File: config.mk
export PLATFORM = sky130hd
export DESIGN_NAME = mem_arbiter
export DESIGN_NICKNAME = d
export VERILOG_FILES = /design/src/rtl/mem_arbiter.sv
export SDC_FILE = /design/constraint.sdc
export NUM_CORES = 1
export LEC_CHECK = 0
export BUFFER_PORTS_ARGS = -buffer_cell sky130_fd_sc_hd__buf_2
export CAP_MARGIN = 20
export CORE_AREA = 10 10 96 98
export DETAILED_ROUTE_END_ITERATION = 10
export DIE_AREA = 0 0 106 108
export PLACE_DENSITY = 0.83
export SYNTH_ARGS = -nofsm -noshare
export SYNTH_HDL_FRONTEND = slang
export SYNTH_SLANG_ARGS = --single-unit
File: constraint.sdc
create_clock -name CLK -period 1.71 [get_ports CLK]
set_clock_uncertainty 0.15 [all_clocks]
set_input_delay 0.342 -clock CLK [delete_from_list [all_inputs] [get_ports CLK]]
set_output_delay 0.342 -clock CLK [all_outputs]
set_load 0.005 [all_outputs]
File: src/rtl/mem_arbiter.sv
// Memory-side arbiter between the icache/dcache request ports and the single RAM port.
// The dcache wins ties when idle. After a transaction completes, the grant passes to the
// other port if it is requesting, so contending ports alternate. RAM ERROR responses are
// retried after a one-cycle backoff, up to RETRY_MAX times. After that the transaction
// completes with a buserr pulse.
module mem_arbiter #(
   parameter int RETRY_MAX = 3,
   parameter int AW        = 32
) (
   input  logic          CLK,
   input  logic          nRST,
   input  logic          iREN,
   input  logic [AW-1:0] iaddr,
   output logic          iwait,
   output logic [31:0]   iload,
   input  logic          dREN,
   input  logic          dWEN,
   input  logic [AW-1:0] daddr,
   input  logic [31:0]   dstore,
   output logic          dwait,
   output logic [31:0]   dload,
   output logic          ramREN,
   output logic          ramWEN,
   output logic [AW-1:0] ramaddr,
   output logic [31:0]   ramstore,
   input  logic [31:0]   ramload,
   input  logic [1:0]    ramstate,
   output logic          buserr
);

   localparam int CW = $clog2(RETRY_MAX + 2);
   localparam logic [1:0] RS_ACCESS = 2'b10;
   localparam logic [1:0] RS_ERROR  = 2'b11;

   typedef enum logic [1:0] {IDLE, GNT_I, GNT_D, BACKOFF} state_t;

   state_t        state, state_next;
   logic          owner_d, owner_d_next;
   logic [CW-1:0] cnt, cnt_next;

   logic   d_req;
   logic   retries_spent;
   logic   finish_now;
   state_t idle_pick;

   assign d_req         = dREN | dWEN;
   assign retries_spent = (cnt == CW'(RETRY_MAX));
   assign finish_now    = (ramstate == RS_ACCESS) || ((ramstate == RS_ERROR) && retries_spent);
   assign idle_pick     = d_req ? GNT_D : (iREN ? GNT_I : IDLE);

   // Load data is passed straight through; held at zero while reset is asserted
   assign iload = nRST ? ramload : 32'h0;
   assign dload = nRST ? ramload : 32'h0;

   // State, retry owner and retry counter registers
   always_ff @(posedge CLK or negedge nRST) begin
      if (!nRST) begin
         state   <= IDLE;
         owner_d <= 1'b0;
         cnt     <= '0;
      end else begin
         state   <= state_next;
         owner_d <= owner_d_next;
         cnt     <= cnt_next;
      end
   end

   // Arbitration, retry handling and RAM strobe/wait generation
   always_comb begin
      state_next   = state;
      owner_d_next = owner_d;
      cnt_next     = cnt;
      iwait        = 1'b1;
      dwait        = 1'b1;
      ramREN       = 1'b0;
      ramWEN       = 1'b0;
      ramaddr      = '0;
      ramstore     = 32'h0;
      buserr       = 1'b0;
      case (state)
         IDLE: begin
            cnt_next   = '0;
            state_next = idle_pick;
         end
         GNT_I: begin
            ramREN  = 1'b1;
            ramaddr = iaddr;
            if (!iREN) begin
               cnt_next   = '0;
               state_next = idle_pick;
            end else if (finish_now) begin
               iwait      = 1'b0;
               buserr     = (ramstate == RS_ERROR);
               cnt_next   = '0;
               state_next = d_req ? GNT_D : IDLE;
            end else if (ramstate == RS_ERROR) begin
               cnt_next     = cnt + 1'b1;
               owner_d_next = 1'b0;
               state_next   = BACKOFF;
            end
         end
         GNT_D: begin
            ramWEN   = dWEN;
            ramREN   = dREN & ~dWEN;
            ramaddr  = daddr;
            ramstore = dstore;
            if (!d_req) begin
               cnt_next   = '0;
               state_next = idle_pick;
            end else if (finish_now) begin
               dwait      = 1'b0;
               buserr     = (ramstate == RS_ERROR);
               cnt_next   = '0;
               state_next = iREN ? GNT_I : IDLE;
            end else if (ramstate == RS_ERROR) begin
               cnt_next     = cnt + 1'b1;
               owner_d_next = 1'b1;
               state_next   = BACKOFF;
            end
         end
         BACKOFF: begin
            if (owner_d ? d_req : iREN) begin
               state_next = owner_d ? GNT_D : GNT_I;
            end else begin
               cnt_next   = '0;
               state_next = idle_pick;
            end
         end
         default: state_next = IDLE;
      endcase
   end

endmodule

=== Yosys cells after proc, flatten, opt, wreduce, memory -nomap -nowiden ===
Cells that the tools add are included.

* Register bits: 6
* Bits of input ports: 135
* Output and inout port bits: 133
* Logic and storage cells: 64

* Add/sub/neg operators: 1
* Eq/ne operators: 13
* Mux-type cells: 39
* Bitwise gates (word level): 3
* Reductions and logical operators: 5

{| class="wikitable"
|+ Operators by type and width
! kind !! count
|-
| 32-bit two-way mux || 2
|-
| 32-bit one-hot mux with 2 select lines || 1
|-
| 2-bit two-way mux || 9
|-
| 1-bit two-way mux || 17
|-
| 3-bit two-way mux || 5
|-
| 2-bit != test (second input constant) || 7
|-
| 3-bit one-hot mux with 4 select lines || 1
|-
| 2-bit equality test (second input constant) || 4
|-
| 2-bit one-hot mux with 4 select lines || 1
|-
| 7-bit AND reduction || 1
|-
| 1-bit one-hot mux with 2 select lines || 3
|-
| 3-bit by 1-bit adder with 3-bit output (second input constant) || 1
|-
| 3-bit by 2-bit equality test with 1-bit output (second input constant) || 1
|-
| 2-bit by 1-bit equality test with 1-bit output (second input constant) || 1
|-
| 2-bit zero test || 1
|-
| 2-bit nonzero test || 1
|-
| 1-bit AND || 1
|-
| 1-bit logical AND || 1
|-
| 1-bit logical OR || 1
|-
| 1-bit NOT || 1
|-
| 1-bit OR || 1
|}

=== Logic depth before layout (Yosys ltp) ===
Gate-level depths: netlist of the first run.

* Word-level depth: 6
* Gate-level depth with buffers: 7
* Mapped depth without buffers: 6

=== Worst setup path after synthesis of the first run ===
OpenSTA, ideal clock, no wires.

* Kind: reg-to-output
* Start: register state[0]
* End: output ramstore[11]
* Data arrival time: 1395 ps
* Data required time: 1218 ps
* Setup slack: -177 ps
* Stages on the path, launching flop included: 7
* Buffers on the path: 3
* Cell sequence: dfrtp_1 > inv_1 > ha_1 > buf_2 > clkbuf_1 > clkbuf_1 > and2_1

* Longest elaborated chain between the ends: 2

{| class="wikitable"
|+ Ends and longest elaborated chain
! element !! line !! text
|-
| from (decl) || 37 || <nowiki>state_t state, state_next;</nowiki>
|-
| from (signal assigned) || 62 || <nowiki>state <= state_next;</nowiki>
|-
| 2-bit equality test || 80 || <nowiki>case (state)</nowiki>
|-
| 32-bit two-way mux || 80 ||
|-
| to (decl) || 25 || <nowiki>output logic [31:0] ramstore,</nowiki>
|}

No other way between the ends.

=== Worst setup path in the final report of the first run ===
* Start: register state[0]
* End: output ramaddr[9]

* Longest elaborated chain between the ends: 2
* Elaborated cells on any way between the ends: 3
* Those cells by class: eq/ne: 2; mux: 1

{| class="wikitable"
|+ Ends and longest elaborated chain
! element !! line !! text
|-
| 2-bit equality test / 2-bit by 1-bit equality test with 1-bit output (equally long branches) || 80 ||
|-
| 32-bit one-hot mux with 2 select lines * || 80 ||
|-
| to (decl) || 24 || <nowiki>output logic [AW-1:0] ramaddr,</nowiki>
|}

Every way passes the cells marked *; elsewhere a longest branch is shown, timed or not.

==> out/metrics.csv, run 1 <==
stage,metric,value,unit
status,status,"complete, but fails checks",
status,violations,setup timing,
synth,postSynthAreaPerCell,7.02,µm²
floorplanning,io_pins,268,
clock_network,clk_path_buf_depth,2,
grt,grtUsageMet1,16.6,%
synth,ys_warn_count,0,
critical_path,start_kind,flop,
sta,fin_crit,2070,ps
route,drt_iter0_markers,106,
clock_network,cts_sinks,6,
synth,synth_cells,245,
clock_network,cts_root_buffer,clkbuf_8,
clock_network,cts.clk_slew.worst_paths,40,ps
layout,final_nets,645,
grt,antenna_found_initial,0,
route,wl_per_cell,18.7,µm
critical_path,crit_path_start,state[0],
grt,use_met2,29.5,%
floorplanning,rows,32,
layout,multi_input_area,1550,µm²
synth,yosys-top-cells-area,"and2_1 23%, buf_4 14%, a22oi_1 14%",
sta,worstMarginPinSlew,462,ps
grt,grt_pass1_wl,15.0,mm
layout,layout_commonest_cell,buf_2,
route,drc,0,
synth,synth.yosys.seq_area_share,8.73,%
route,vias,2881,
critical_path,cp_max_fo,8,
floorplanning,fp.dieW,106,µm
layout,area_delta_synth_final,123,%
synth,synth_async_sr_flop_share,100,%
power_and_ir_drop,p_leak,2.06,nW
floorplanning,core,7450,µm²
power_and_ir_drop,p_per_area,1340,nW/µm²
route,viasPerCell,4.77,
placed_design,hpwl,8.24,mm
route,finalWirelength,11.3,mm
min_path,min_path_type,in2async,
grt,grt_max_degree,34,
critical_path,crit_type,reg2out,
layout,fin_area,3840,µm²
synth,synth_nets,386,
sta,finalHoldViolations,0,
floorplanning,die_height,108,µm
synth,synth_edf_count,0,
placed_design,gp_congestion,0.906,
clock_network,cts_hold_buf,0,
layout,fillers,697,
synth,synth_area,1720,µm²
layout,register_area,151,µm²
clock_network,cts_tree,done,
sta,fmax,482,MHz
floorplanning,die_area,11400,µm²
critical_path,reg2reg_from,state[0],
grt,use_met3,4.76,%
sta,slew_viol_final,0,
power_and_ir_drop,ir_drop,0.000847,V
sta,relSlewSlack,69.1,%
grt,busiest_layer,met2,
route,firstDrtPassIters,4,
sta,timing.final.crit_share,121,%
layout,layout-drive-gt1-share,76.3,%
layout,mostFrequentLayoutCells,"255 x buf_2, 54 x and2_1, 26 x a22oi_2",
grt,grt.overflow.total,0,
critical_path,endpoint_kind,primary output,
placed_design,port_buffers,267,
sta,worst_hold_slack,189,ps
critical_path,crit_required,1220,ps
route,antenna_left,0,
synth,ys_types,38,
layout,fin_util,51.6,%
critical_path,critPathCapture,ramaddr[9],
run,maxCapViolCount,0,
sta,finalWorstSetupSlack,-364,ps
critical_path,r2r_end,cnt[2],
grt,grt_pass1_vias,2933,
clock_network,clkLatencyLatePin,230,ps
critical_path,r2r_cells,7,
placed_design,dpl_cell_area,3060,µm²
critical_path,crit_arrival,1580,ps
synth,synth_top_area_cell,and2_1,
floorplanning,initial_core_util,23.1,%
clock_network,cts_made_buffers,3,
sta,rsz0062_at_grt,yes,
grt,grt.total_usage,15.7,%
sta,finalSetupViolCount,75,
synth,synth_top_area_share,23.3,%
synth,yosys_most_used_dff,dfrtp_1,
clock_network,htree_levels,1,
critical_path,r2r_slack,-260,ps
layout,diodes,0,
synth,ys_ff_latch,6,
[routing by layer]
metal  share of wire [%]  vias to the layer above
li1                    -                     1323
met1                  34                     1346
met2                  54                      190
met3                 9.6                       22
met4                 2.2                        0
met5                   0                        -
[area by class of cell]
type / count / share of cell area [%]
Sequential cell: 6 / 3.94
Timing Repair Buffer: 306 / 50.6
Multi-Input combinational cell: 181 / 40.4
Tap cell: 102 / 3.32
Inverter: 6 / 0.652
Clock buffer: 3 / 1.08
[through the flow]
step | setup slack (ps) | TNS (ps) | std cells | power, W
2_1_floorplan | -77.3 | -690 | 245 | 0.00194
3_3_place_gp | -137 | -7210 | 578 | 0.00309
3_5_place_dp | -174 | -9590 | 578 | 0.00316
4_1_cts | -307 | -20100 | 596 | 0.00435
5_1_grt | -394 | -25590 | 604 | 0.00542
6_report | -364 | -22540 | 604 | 0.00514
[worst max-delay path: stages, from the launching register on]
cell and delay [ps]:
dfrtp_2 430, inv_4 70, ha_4 180, buf_12 140, buf_12 130, a22oi_2 80, nor2b_2 150, buf_2 170
[synthesized netlist by cell type, drive strengths merged, types with 2 or more instances]
cell type and n:
nand2b 3, clkbuf 13, a31oi 2, o21ai 5
o22ai 4, nor3 3, nor2b 33, dfrtp 6
o21a 2, inv 6, and2 65, ha 6
nand2 5, buf 39, nor2 4, a22oi 32
a21oi 3, nand3 2
[worst min-delay path by stage]
stage | end | cells after the start
2_1_floorplan | cnt[0] | 0
3_3_place_gp | cnt[1] | 2
3_5_place_dp | cnt[1] | 2
4_1_cts | state[1] | 2
5_1_grt | state[1] | 2
6_report | state[1] | 2
[cells by family (layout without fill, tap and decap cells)]
| group | after synthesis | after routing | share of synthesized area (%) |
|---|---|---|---|
| AO/OA/AOI/OAI | 53 | 53 | 21.7 |
| adder cells (fa/ha/maj) | 6 | 6 | 4.36 |
| buffers and inverters | 58 | 315 | 20.4 |
| flip-flops | 6 | 6 | 8.73 |
| multiplexers | 1 | 1 | 0.582 |
| AND/OR/NAND/NOR | 121 | 121 | 44.1 |
[flip-flops by register name, summed over array words and instances (netlist names)]
name,flops
cnt,3
owner_d,1
state,2
[report_power, final]
part	switching [W]	internal, W	leakage (nW)
clock	0.0000707	0.000152	0.0216
combinational	0.00199	0.00269	1.96
sequential	0.0000485	0.000181	0.0787
total	0.00211	0.00303	2.06
[what timing repair did]
| action | in CTS | in global routing |
|---|---|---|
| endpoints found under the setup margin | 74 | 75 |
| buffers inserted | 12 | 5 |
| cloned | 3 | 3 |
| gates resized for setup | 56 | 50 |
| pin swaps | 14 | 10 |
No activity file was read; power rests on OpenSTA's default activity.
==> run 2, diff against run 1 <==
Settings changed: BUFFER_PORTS_ARGS -buffer_cell sky130_fd_sc_hd__buf_2 to default, DONT_BUFFER_PORTS from default to 1, MAX_ROUTING_LAYER from default to met4, PLACE_DENSITY 0.83 to 0.5.
==> out/metrics.csv, run 2 (same netlist as run 1, synthesis figures left out) <==
stage,metric,value,unit,change
sta,slew_viol_final,0,,unchanged
clock_network,clk_path_buf_depth,2,,unchanged
critical_path,r2r_cells,6,,-1
power_and_ir_drop,ir_drop,0.000861,V,+1.7%
sta,relSlewSlack,74.4,%,+5.3 points
clock_network,cts.clk_slew.worst_paths,40,ps,about the same
route,viasPerCell,5.31,,+11%
critical_path,cp_max_fo,34,,+26
min_path,min_path_type,in2reg,,
placed_design,hpwl,6.31,mm,-23%
layout,diodes,0,,unchanged
sta,worstMarginPinSlew,382,ps,-79.9 ps
floorplanning,fp.dieW,106,µm,unchanged
route,vias,1773,,-38%
clock_network,clkLatencyLatePin,230,ps,about the same
layout,fin_cells,334,,-45%
layout,layout_commonest_cell,and2_4,,
min_path,hold_path_depth,2,,
layout,final_nets,375,,-42%
grt,antenna_found_initial,0,,unchanged
sta,timing.final.crit_share,117,%,-3.9 points
critical_path,crit_arrival,1520,ps,-60 ps
floorplanning,io_pins,268,,unchanged
grt,grt_pass1_vias,1942,,-34%
critical_path,r2r_end,cnt[1],,
run,maxCapViolCount,0,,unchanged
sta,fmax,498,MHz,+3.3%
status,violations,setup timing,,
critical_path,start_kind,flop,,
layout,largest_register_ffs,3,,unchanged
clock_network,cts_sinks,6,,unchanged
floorplanning,die_height,108,µm,unchanged
power_and_ir_drop,p_per_area,1720,nW/µm²,+29%
placed_design,port_buffers,0,,-100%
critical_path,crit_required,1220,ps,about the same
floorplanning,rows,32,,unchanged
critical_path,r2r_slack,-190,ps,+70 ps
critical_path,cp_slowest_cell,dfrtp_1,,
sta,rsz0062_at_grt,yes,,
grt,grt.total_usage,12.9,%,-2.8 points
layout,mostFrequentLayoutCells,"33 x and2_4, 32 x and2_1, 29 x a22oi_2",,
sta,finalHoldViolations,0,,unchanged
layout,fin_area,2500,µm²,-35%
layout,fillers,764,,+9.6%
critical_path,reg2reg_from,state[0],,
route,drt_iter0_markers,55,,-48%
placed_design,pre_cts_ws,-145,ps,+29.3 ps
layout,layout-drive-gt1-share,64.2,%,-12 points
clock_network,cts_tree,done,,
sta,worst_hold_slack,98.6,ps,-90.1 ps
route,drc,0,,unchanged
floorplanning,initial_core_util,23.1,%,unchanged
min_path,min_to,state[0],,
layout,reg.largest.list,"cnt: 3 flops, state: 2 flops, owner_d: 1 flops",,
route,wl_per_cell,25.5,µm,+37%
grt,grt_max_degree,35,,+2.9%
clock_network,htree_levels,1,,unchanged
min_path,worstHoldStart,iREN,,
route,antenna_left,0,,unchanged
layout,area_delta_synth_final,45.3,%,
clock_network,cts_root_buffer,clkbuf_8,,
placed_design,gp_congestion,0.799,,-12%
route,finalWirelength,8.52,mm,-24%
critical_path,slowest_delay,370,ps,-60 ps
power_and_ir_drop,p_leak,0.885,nW,-57%
critical_path,crit_type,reg2out,,
sta,finalSetupViolCount,70,,-6.7%
grt,grt.overflow.total,0,,unchanged
placed_design,dpl_cell_area,1730,µm²,-43%
clock_network,cts_made_buffers,3,,unchanged
critical_path,crit_chain,inv_2 -> buf_4 -> ha_4 -> buf_12 -> nor2b_2,,
layout,regMostFlops,cnt,,
power_and_ir_drop,total_power,0.00431,W,-16%
grt,grt_pass1_wl,11.7,mm,-22%
floorplanning,core,7450,µm²,unchanged
status,status,"complete, but fails checks",,
route,firstDrtPassIters,4,,unchanged
sta,fin_crit,2010,ps,-66.7 ps
sta,finalWorstSetupSlack,-298,ps,+66.7 ps
placed_design,post-place-cells,312,,-46%
critical_path,endpoint_kind,primary output,,
floorplanning,die_area,11400,µm²,unchanged
==> run 2: cell types whose count changed in the layout (fill, tap and decap cells not counted), sizes merged <==
cell,delta
buf,-272
clkbuf,+1
dlygate4sd3,+1
==> run 2: repair_timing <==
item,in CTS,in global routing
gates cloned,2,3
setup endpoints to repair,75,75
pin swaps,14,15
hold buffers,1,0
resized for setup,92,34
endpoints found under the hold margin,6,0
buffers inserted,11,4
==> run 2: power by group <==
group	leakage, nW	switching, W	internal (W)
Clock	0.0216	0.0000748	0.000153
Combinational	0.784	0.00168	0.00219
Sequential	0.0799	0.0000352	0.000179
Total	0.885	0.00179	0.00252
==> run 2: critical path, delay by kind of cell, from the launching register on <==
kind,cells,cell delay (ps)
adders and majority gates,1,300
buffers and inverters,3,370
DFF,1,370
and+or+nand+nor,1,220
==> run 2: layer usage <==
metal	share of wire, %	global-route usage (%)	up-vias
li1	-	-	782
met1	34	12.9	825
met2	55	23.5	158
met3	9.9	4.46	8
met4	1.2	3.68	0
met5	0	-	-
==> run 2: layout make-up <==
type / instances / area (µm²) / area share (%)
Timing Repair Buffer: 36 / 510 / 20.4
Inverter: 6 / 22.5 / 0.901
Multi-Input combinational cell: 181 / 1650 / 65.9
Clock buffer: 3 / 41.3 / 1.65
Tap cell: 102 / 128 / 5.11
Sequential cell: 6 / 150 / 6.01
==> run 2: stage by stage <==
stage / setup TNS, ps / util (%)
final: -16160 / 33.6
after global routing: -19260 / 33.6
after global placement: -2540 / 23.2
after CTS: -15050 / 30.6
after floorplan: -690 / -
after detailed placement: -4300 / 23.2
==> run 2: worst max-delay path by stage <==
stage / endpoint / startpoint / slack, ps
floorplan: owner_d / cnt[0] / -80
global placement: buserr / state[0] / -120
detailed placement: buserr / state[0] / -150
CTS: ramREN / state[1] / -290
global route: ramaddr[23] / state[0] / -330
finish: ramaddr[27] / state[0] / -300
